### config.mk
export PLATFORM = sky130hd
export DESIGN_NAME = shift_add_mult4
export DESIGN_NICKNAME = d
export VERILOG_FILES = /design/src/rtl/shift_add_mult4_pkg.sv /design/src/rtl/add4_csel.sv /design/src/rtl/shift_add_mult4.sv
export SDC_FILE = /design/constraint.sdc
export NUM_CORES = 1
export LEC_CHECK = 0
export CORE_MARGIN = 2
export CORE_UTILIZATION = 45
export DETAILED_ROUTE_END_ITERATION = 10
export GPL_TIMING_DRIVEN = 0
export HOLD_SLACK_MARGIN = 0.03
export PLACE_DENSITY = 0.78
export SYNTH_ARGS = -nofsm -noshare
export SYNTH_HDL_FRONTEND = slang
export SYNTH_SLANG_ARGS = --single-unit
export TNS_END_PERCENT = 50
### constraint.sdc
create_clock -name clk -period 2.9 [get_ports clk]
set_clock_uncertainty 0.1 [all_clocks]
set_input_delay 0.58 -clock clk [delete_from_list [all_inputs] [get_ports clk]]
set_output_delay 0.58 -clock clk [all_outputs]
set_load 0.02 [all_outputs]
### src/rtl/shift_add_mult4_pkg.sv
`default_nettype none
// +------------------------------------------------------------------+
// | shift_add_mult4_pkg                                              |
// | Shared width default and FSM state encoding for the multiplier.  |
// | Rev 1.0                                                          |
// +------------------------------------------------------------------+
package shift_add_mult4_pkg;

  localparam int MULT_WIDTH = 4;

  typedef logic [1:0] state_t;

  // 2'd3 is unreachable and is treated as IDLE by the FSM.
  localparam logic [1:0] S_IDLE = 2'd0;
  localparam logic [1:0] S_RUN  = 2'd1;
  localparam logic [1:0] S_DONE = 2'd2;

endpackage
`default_nettype wire

### src/rtl/add4_csel.sv
`default_nettype none
// +------------------------------------------------------------------+
// | add4_csel                                                        |
// | WIDTH-bit carry-select adder: ripple low half, duplicated upper  |
// | half (carry 0/1) selected by the low-half carry.  Rev 1.0        |
// +------------------------------------------------------------------+
module add4_csel
  import shift_add_mult4_pkg::*;
#(
  parameter int WIDTH = MULT_WIDTH
) (
  input  logic [WIDTH-1:0] a,
  input  logic [WIDTH-1:0] b,
  input  logic             cin,
  output logic [WIDTH-1:0] sum,
  output logic             cout
);

  localparam int LO = WIDTH / 2;
  localparam int HI = WIDTH - LO;

  logic [LO:0]   w_c_lo;
  logic [LO-1:0] w_s_lo;
  logic [HI:0]   w_c_h0;
  logic [HI:0]   w_c_h1;
  logic [HI-1:0] w_s_h0;
  logic [HI-1:0] w_s_h1;

  assign w_c_lo[0] = cin;
  assign w_c_h0[0] = 1'b0;
  assign w_c_h1[0] = 1'b1;

  for (genvar i = 0; i < LO; i++) begin : g_lo
    assign w_s_lo[i]   = a[i] ^ b[i] ^ w_c_lo[i];
    assign w_c_lo[i+1] = (a[i] & b[i]) | (w_c_lo[i] & (a[i] ^ b[i]));
  end

  for (genvar i = 0; i < HI; i++) begin : g_hi
    assign w_s_h0[i]   = a[LO+i] ^ b[LO+i] ^ w_c_h0[i];
    assign w_c_h0[i+1] = (a[LO+i] & b[LO+i]) | (w_c_h0[i] & (a[LO+i] ^ b[LO+i]));
    assign w_s_h1[i]   = a[LO+i] ^ b[LO+i] ^ w_c_h1[i];
    assign w_c_h1[i+1] = (a[LO+i] & b[LO+i]) | (w_c_h1[i] & (a[LO+i] ^ b[LO+i]));
  end

  assign sum  = {(w_c_lo[LO] ? w_s_h1 : w_s_h0), w_s_lo};
  assign cout = w_c_lo[LO] ? w_c_h1[HI] : w_c_h0[HI];

endmodule
`default_nettype wire

### src/rtl/shift_add_mult4.sv
`default_nettype none
// +------------------------------------------------------------------+
// | shift_add_mult4                                                  |
// | Radix-2 shift-and-add unsigned multiplier, WIDTH x WIDTH.        |
// | Rev 1.0                                                          |
// +------------------------------------------------------------------+
module shift_add_mult4
  import shift_add_mult4_pkg::*;
#(
  parameter int WIDTH = MULT_WIDTH
) (
  input  logic               clk,
  input  logic               rst,
  input  logic               start,
  input  logic [WIDTH-1:0]   a,
  input  logic [WIDTH-1:0]   b,
  output logic               busy,
  output logic               done,
  output logic [2*WIDTH-1:0] product
);

  localparam int CW = (WIDTH > 1) ? $clog2(WIDTH) : 1;
  localparam logic [CW-1:0] CNT_LAST = CW'(WIDTH - 1);

  state_t             r_state;
  logic [CW-1:0]      r_cnt;
  logic [WIDTH-1:0]   r_m;
  logic [2*WIDTH-1:0] r_p;
  logic [2*WIDTH-1:0] r_product;

  logic [WIDTH-1:0]   w_addend;
  logic [WIDTH-1:0]   w_sum;
  logic               w_cout;
  logic [2*WIDTH-1:0] w_p_next;

  assign w_addend = r_p[0] ? r_m : '0;

  add4_csel #(.WIDTH(WIDTH)) u_add (
    .a    (r_p[2*WIDTH-1:WIDTH]),
    .b    (w_addend),
    .cin  (1'b0),
    .sum  (w_sum),
    .cout (w_cout)
  );

  // The adder carry becomes the new MSB as the partial product shifts right.
  assign w_p_next = {w_cout, w_sum, r_p[WIDTH-1:1]};

  always_ff @(posedge clk) begin
    if (rst) begin
      r_state   <= S_IDLE;
      r_cnt     <= '0;
      r_m       <= '0;
      r_p       <= '0;
      r_product <= '0;
    end else begin
      case (r_state)
        S_RUN: begin
          r_p <= w_p_next;
          if (r_cnt == CNT_LAST) begin
            r_product <= w_p_next;
            r_state   <= S_DONE;
          end else begin
            r_cnt <= r_cnt + CW'(1);
          end
        end
        default: begin
          // IDLE, DONE and the unused encoding all accept a new request.
          if (start) begin
            r_m     <= a;
            r_p     <= {{WIDTH{1'b0}}, b};
            r_cnt   <= '0;
            r_state <= S_RUN;
          end else begin
            r_state <= S_IDLE;
          end
        end
      endcase
    end
  end

  assign busy    = (r_state == S_RUN);
  assign done    = (r_state == S_DONE);
  assign product = r_product;

endmodule
`default_nettype wire
Word level (Yosys, flattened, before mapping)
Index checks and enable logic that the tools add are counted.

Latch bits: 0. Bits in writable memories: 0. Logic and storage cells: 46. Register bits after elaboration: 24. Input port bits: 11. Output and inout port bits: 10. Bits in read-only memories: 0. Memories: 0.

Multipliers: 0. Add/sub/neg operators: 1. Divide/modulo/power cells: 0. Bitwise gates (word level): 20. Mux-type cells: 11. Equality and inequality tests: 5. Shift operators: 0. Reductions and logical operators: 4. Magnitude comparators: 0.

Operator list (number): two-way mux 8 bit (2); two-way mux 2 bit (6); AND 1 bit (7); XOR 1 bit (7); AND reduction 2 bit (3); == test 2 bit, second input constant (2); two-way mux 4 bit (1); OR 1 bit (4); adder 2 x 1 -> 2 bit, second input constant (1); == test 2 x 1 -> 1 bit, second input constant (1); two-way mux 1 bit (2); inequality test 2 x 1 -> 1 bit, second input constant (1); inequality test 2 bit, second input constant (1); inverter 1 bit (2); nonzero test 2 bit (1).

Logic depth before layout (Yosys ltp)
Gate-level depths: netlist of the first run.

Depth after elaboration: 7. Depth in mapped cells: 8. Mapped depth without buffers: 8.

Cells and area by module
A second synthesis of the first run with hierarchy kept.

Cells, all modules: 132. Area, all modules: 1163.6 sq um.

Modules (own cells, without submodules): shift_add_mult4 (area each 1019.7 sq um, sequential area each 480.5 sq um, instances 1, cells each 113); add4_csel (area each 143.9 sq um, sequential area each 0.0 sq um, instances 1, cells each 19).

Least setup slack after synthesis of the first run
Ideal clock, no wire load.

Kind: register to register. Start point: reg r_p[0]. End point: reg r_p[6]. Setup slack: 805 ps. Clock period less this slack: 2095 ps. Data arrival time: 1925 ps. Buffers on the path: 0. Library setup time: 70 ps. Cell stages (with the launch flop): 8. Required time: 2730 ps. Cells stage by stage: dfxtp_1 and2_1 ha_1 fa_1 o21ai_0 fa_1 nand2b_1 a21oi_1.

Cells in the longest elaborated chain, start to end: 6. Elaborated cells between the ends (all ways): 14. Classes of those cells: mux (3); bitwise (11).

Ends and longest elaborated chain: start: declaration (RTL line shift_add_mult4.sv:28) `logic [2*WIDTH-1:0] r_p;`; start signal: assignment (RTL line shift_add_mult4.sv:59) `r_p <= w_p_next;`; start signal: assignment (RTL line shift_add_mult4.sv:71) `r_p <= {{WIDTH{1'b0}}, b};`; two-way mux 4 bit * (RTL line shift_add_mult4.sv:36) `assign w_addend = r_p[0] ? r_m : '0;`; AND 1 bit, or another cell as far along (RTL line add4_csel.sv:40, add4_csel.sv:42); OR 1 bit or AND 1 bit (tied branches) (RTL line add4_csel.sv:42, add4_csel.sv:35); XOR 1 bit or OR 1 bit (tied branches) (RTL line add4_csel.sv:41, add4_csel.sv:35); two-way mux 2 bit * (RTL line add4_csel.sv:45) `assign sum = {(w_c_lo[LO] ? w_s_h1 : w_s_h0), w_s_lo};`; two-way mux 8 bit * (RTL line shift_add_mult4.sv:57) `case (r_state)`.

Every way passes the cells marked *; elsewhere a longest branch is shown, timed or not. A chain may end at the register's enable or synchronous reset.

Worst setup path after layout of the first run
Start point: reg r_state[1]. End point: out busy.

Cells in the longest elaborated chain, start to end: 1.

Ends and longest elaborated chain: start: declaration (RTL line shift_add_mult4.sv:25) `state_t r_state;`; start signal: assignment (RTL line shift_add_mult4.sv:51) `r_state <= S_IDLE;`; start signal: assignment (RTL line shift_add_mult4.sv:62) `r_state <= S_DONE;`; start signal: assignment (RTL line shift_add_mult4.sv:73) `r_state <= S_RUN;`; == test 2 x 1 -> 1 bit (RTL line shift_add_mult4.sv:82) `assign busy = (r_state == S_RUN);`; end: declaration (RTL line shift_add_mult4.sv:17) `output logic busy,`.

Every way passes these cells.

==> results.py, run 1 <==
metrics = {
    "pwr": {
        "switching_power_mw": 0.147,
        "seq_power_share_pct": 52.9,
        "sw_frac_of_total_pct": 22.2,
        "power_mw": 0.662,
        "p_comb_share_pct": 10.2,
        "peakVddDrop_v": 0.000291,
        "leakage_nw": 0.515,
        "intPower_mw": 0.514,
        "clkPwrFrac_pct": 36.9,
        "power.density_nw_per_um2": 480,
    },
    "final_layout": {
        "areaGrowthSynthToFinish_pct": 25.3,
        "multi_input_area_sq_um": 543,
        "layout.nets": 162,
        "final_cell_mix": "dfxtp_1 (24), clkdlybuf4s50_1 (19), nand2_1 (17)",
        "n_fill_cell": 211,
        "drive_gt1_share_pct": 10.4,
        "final_common_cell": "dfxtp_1",
        "layout.area.seq_sq_um": 480,
        "utilization_pct": 61.1,
        "diodes": 0,
        "final_cells": 172,
    },
    "floorplanning": {
        "rows": 17,
        "die_h_um": 53.4,
        "dieArea_sq_um": 2860,
        "core_region_area_sq_um": 2250,
        "start_util_pct": 48.8,
        "die_w_um": 53.4,
        "io_pins": 21,
    },
    "sta": {
        "rsz0062_at_grt": "no",
        "tightest_slew_ps": 491,
        "period_needed_ps": 2450,
        "whs_ps": 367,
        "min_period_over_period_pct": 84.5,
        "finalHoldViolCount": 0,
        "tns_ps": 0,
        "worst_slew_margin_rel_pct": 67.2,
        "slew_violations": 0,
        "fmax_ghz": 0.408,
        "setup_violations": 0,
    },
    "clocking": {
        "cts_sinks": 24,
        "cts_tree": "done",
        "cts.path.max_buffers": 2,
        "cts_hold_buf": 0,
        "cts-root-buf": "clkbuf_4",
        "htreeDepth": 1,
        "post_cts_buffers": 0,
        "cts_buffers": 3,
        "clk_latency_ps": 320,
        "clk_pin_slew_ps": 140,
        "cts-resized-gates": 0,
    },
    "drt": {
        "route.detailed.drc": 0,
        "vias_per_cell": 5.42,
        "vias": 932,
        "routed_wirelength_um": 2220,
        "initialDrtViolationCount": 14,
        "postRouteAntennaNets": 0,
        "dr.pass1.iters": 4,
        "wl_per_cell_um": 12.9,
    },
    "setup_path": {
        "slowest_stage": "clkdlybuf4s50_1",
        "reg2regPathDepth": 7,
        "rrSetupSlack_ps": 590,
        "slowest_delay_ps": 630,
        "cp-start-kind": "register",
        "crit_path_start": "r_state[1]",
        "rr_endpoint": "r_p[6]",
        "critical_path_class": "reg -> out",
        "critPathArrivalTime_ps": 1770,
        "cp.required_ps": 2220,
        "reg2reg_from": "r_p[0]",
        "crit_path_end_kind": "primary output",
        "cp-endpoint": "busy",
        "path_cells": "nand2b_4 > clkinv_1 > clkdlybuf4s50_1",
        "crit_fanout": 10,
    },
    "global_route": {
        "grt_max_degree": 15,
        "grt_pass1_wl_um": 3740,
        "grt_antenna_before_repair": 0,
        "overflow": 0,
        "groute.usage.overall_pct": 18.2,
        "grt_pass1_vias": 869,
    },
    "min_path": {
        "min_path_cells": 2,
        "hp-class": "reg -> reg",
    },
    "yosys": {
        "synthCells": 121,
        "syn_area_sq_um": 1100,
        "synth_cell_types": 29,
        "synth-seq-cells": 24,
        "avgSynthCellArea_sq_um": 9.09,
        "synthesis.nets": 138,
        "ys_warn_count": 0,
        "seq_area_frac_synth_pct": 43.7,
    },
    "placement": {
        "dpl.cell_count": 168,
        "numPortBuffers": 19,
        "gp_congestion": 0.745,
        "hpwl_um": 1640,
    },
    "job": {
        "maxCapViolCount": 0,
    },
    "outcome": {
        "status": "finished clean",
    },
}
-- worst max-delay path: cells and delay by family, from the launching register on --
kind                   cells  cell delay [ps]
flip-flops                 1              410
AND/OR/NAND/NOR            1              160
buffers and inverters      2              880
-- layout make-up --
cell class,instances,area share [%]
sequential,24,34.9
timing repair buffer,19,13.8
clock inverter,1,2.18
inverter,5,1.36
buffer,7,4.18
clock buffer,3,1.63
tap,28,2.54
multi-input combinational,85,39.4
-- per-layer routing --
layer,global-route usage [%],wire [um],up-vias,part of all wire (%)
met2,31.1,1060,22,48
met5,0,0,-,0
li1,-,-,461,-
met1,21.9,1020,445,46
met4,8.97,38,0,1.7
met3,2.82,91,4,4.1
-- power by group through the flow --
stage          Clock, mW  Combinational, mW  Sequential [mW]
2_1_floorplan          0             0.0424            0.355
3_3_place_gp           0             0.0662            0.356
3_5_place_dp           0             0.0679            0.357
4_1_cts            0.249             0.0683            0.350
5_1_grt            0.261             0.0741            0.351
6_report           0.244             0.0675            0.350
-- Yosys cell counts (all sizes together) --
library cell | number | share of area, %
a211oi | 7 | 5.2
mux2i | 4 | 3.6
xor2 | 1 | 0.80
clkbuf | 2 | 0.68
fa | 2 | 3.6
ha | 4 | 4.6
a31oi | 2 | 1.1
and2 | 2 | 1.1
nor3 | 1 | 0.91
clkinv | 1 | 0.34
nor4b | 1 | 0.80
and3b | 1 | 1.1
nand2b | 3 | 2.4
a21oi | 14 | 6.4
nand2 | 17 | 5.8
nand3 | 9 | 4.1
nor2 | 9 | 3.3
buf | 5 | 4.5
dfxtp | 24 | 44
inv | 4 | 1.4
nand3b | 2 | 1.4
o21ai | 5 | 2.3
and2b | 1 | 0.80
-- worst min-delay path by stage --
stage	from	endpoint	slack (ps)
floorplan	r_p[1]	product[0]	340
global placement	product[3]	product[3]	350
detailed placement	product[3]	product[3]	350
CTS	product[3]	product[3]	370
global route	product[4]	product[4]	400
finish	product[3]	product[3]	370
-- state kept, by name (all words and copies together), names as in the netlist --
signal   flops
product      8
r_p          8
r_m          4
r_cnt        2
r_state      2
-- kinds of logic (layout without fill, tap and decap cells) --
| logic type | count (synthesis) | in the layout | synth area share, % |
|---|---|---|---|
| flops | 24 | 24 | 43.7 |
| xor+xnor | 1 | 1 | 0.797 |
| simple gates | 46 | 46 | 21.7 |
| compound gates | 28 | 28 | 15.0 |
| buf+inv | 12 | 35 | 6.94 |
| fa+ha+maj | 6 | 6 | 8.19 |
| mux | 4 | 4 | 3.64 |
-- per-stage QoR --
step | worst slack (ps) | area, sq um
3_5_place_dp | 620 | 1330
4_1_cts | 443 | 1380
2_1_floorplan | 805 | 1100
5_1_grt | 332 | 1380
6_report | 449 | 1380
3_3_place_gp | 677 | 1330
Note: power is estimated with default switching activity, not from simulation.
==> run 2, diff against run 1 <==
- clock period: 2.9 -> 2.4 ns (I/O delays scaled with it)
==> results.py, run 2 (synthesis gave the netlist of run 1 again) <==
metrics = {
    "sta": {
        "fmax_ghz": 0.447,
        "period_needed_ps": 2240,
        "rsz0062_at_grt": "no",
        "slew_violations": 0,
        "min_period_over_period_pct": 93.2,
        "setup_violations": 0,
        "tns_ps": 0,
        "finalHoldViolCount": 0,
        "worst_slew_margin_rel_pct": 67.2,
        "whs_ps": 367,
        "tightest_slew_ps": 491,
    },
    "drt": {
        "vias_per_cell": 5.42,
        "initialDrtViolationCount": 14,
        "dr.pass1.iters": 4,
        "route.detailed.drc": 0,
        "wl_per_cell_um": 12.9,
        "postRouteAntennaNets": 0,
        "vias": 932,
        "routed_wirelength_um": 2220,
    },
    "global_route": {
        "grt_max_degree": 15,
        "grt_pass1_vias": 869,
        "groute.usage.overall_pct": 18.2,
        "grt_antenna_before_repair": 0,
        "overflow": 0,
        "grt_pass1_wl_um": 3740,
    },
    "clocking": {
        "cts-root-buf": "clkbuf_4",
        "cts.path.max_buffers": 2,
        "cts_buffers": 3,
        "clk_latency_ps": 320,
        "post_cts_buffers": 0,
        "clk_pin_slew_ps": 140,
        "cts_sinks": 24,
        "htreeDepth": 1,
        "cts_tree": "done",
    },
    "setup_path": {
        "cp.required_ps": 2560,
        "path_cells": "and2_1 > ha_1 > fa_1 > o21ai_1 > fa_1 > nand2b_1 > a21oi_1",
        "critPathArrivalTime_ps": 2390,
        "critical_path_class": "reg -> reg",
        "rrSetupSlack_ps": 160,
        "crit_path_end_kind": "register",
        "reg2regPathDepth": 7,
        "crit_top_cell": "fa_1",
        "slowest_stage": "fa_1",
        "critical_path.top_delay_family": "adder cells",
        "slowest_delay_ps": 440,
        "critPathBufInv": 0,
        "cp-start-kind": "register",
        "cp.depth": 7,
        "crit_fanout": 5,
    },
    "pwr": {
        "power.density_nw_per_um2": 579,
        "leakage_nw": 0.528,
        "peakVddDrop_v": 0.000352,
    },
    "final_layout": {
        "areaGrowthSynthToFinish_pct": 25.5,
        "final_cell_mix": "dfxtp_1 (24), clkdlybuf4s50_1 (18), nand2_1 (17)",
        "layout.nets": 162,
        "final_common_cell": "dfxtp_1",
        "n_fill_cell": 210,
        "drive_gt1_share_pct": 10.4,
        "utilization_pct": 61.2,
        "diodes": 0,
    },
    "floorplanning": {
        "die_h_um": 53.4,
        "die_w_um": 53.4,
        "core_region_area_sq_um": 2250,
        "rows": 17,
        "io_pins": 21,
        "dieArea_sq_um": 2860,
        "start_util_pct": 48.8,
    },
    "placement": {
        "hpwl_um": 1640,
        "gp_congestion": 0.745,
        "numPortBuffers": 19,
    },
    "job": {
        "maxCapViolCount": 0,
    },
    "min_path": {
        "min_path_cells": 2,
        "hp-class": "reg -> reg",
    },
    "outcome": {
        "status": "finished clean",
    },
}
run 2: changes by cell type in the layout (fill, tap and decap cells not counted):
cell	delta
o21ai_0	-1
o21ai_1	+1
dlymetal6s2s_1	+1
clkdlybuf4s50_1	-1
run 2: worst paths after layout:
| path | to | startpoint |
|---|---|---|
| worst max-delay path | r_p[6] | r_p[0] |
| worst min-delay path | product[3] | product[3] |
| worst max register to register | r_p[6] | r_p[0] |
| worst min register to register | product[3] | product[3] |
run 2: metal layers:
metal | track usage, % | wire length (um) | part of all wire [%] | vias to the layer above
li1 | - | - | - | 461
met1 | 21.9 | 1020 | 46 | 445
met2 | 31.1 | 1060 | 48 | 22
met3 | 2.82 | 94 | 4.2 | 4
met4 | 8.97 | 38 | 1.7 | 0
met5 | 0 | 0 | 0 | -
run 2: final cells by class:
type	instances	area, sq um	share of cell area, %
Multi-Input combinational cell	85	543	39.3
Timing Repair Buffer	19	193	14.0
Clock buffer	3	22.5	1.63
Buffer	7	57.6	4.17
Sequential cell	24	480	34.8
Clock inverter	1	30.0	2.18
Tap cell	28	35.0	2.54
Inverter	5	18.8	1.36
run 2: report_power, final:
group	switching, mW	internal (mW)
registers	0.0108	0.412
logic	0.0409	0.0405
clock network	0.126	0.169
run 2: worst reg2reg max path, delay by kind of cell (launching register included):
family / cells / cell delay [ps]
AO/OA/AOI/OAI: 2 / 310
adder cells (fa/ha/maj): 3 / 1070
flip-flops: 1 / 370
AND/OR/NAND/NOR: 2 / 320
run 2: through the flow:
step           instance area (sq um)  setup WS [ps]  total power [mW]  std cells
2_1_floorplan                   1100            305             0.480        121
3_3_place_gp                    1330            177             0.511        168
3_5_place_dp                    1330            120             0.513        168
4_1_cts                         1380           42.7             0.806        172
5_1_grt                         1380           44.3             0.829        172
6_report                        1380            163             0.799        172
run 2: what timing repair did:
| action | CTS | global route |
|---|---|---|
| resized for setup | 0 | 2 |
| setup endpoints to repair | 0 | 2 |
| hold buffers | 0 | 0 |
==> run 3, diff against run 2 <==
- CAP_MARGIN: default -> 20
- TNS_END_PERCENT: 50 -> default
==> results of run 3 <==
Same layout as run 2: the final DEF is identical, and so are final timing and power.
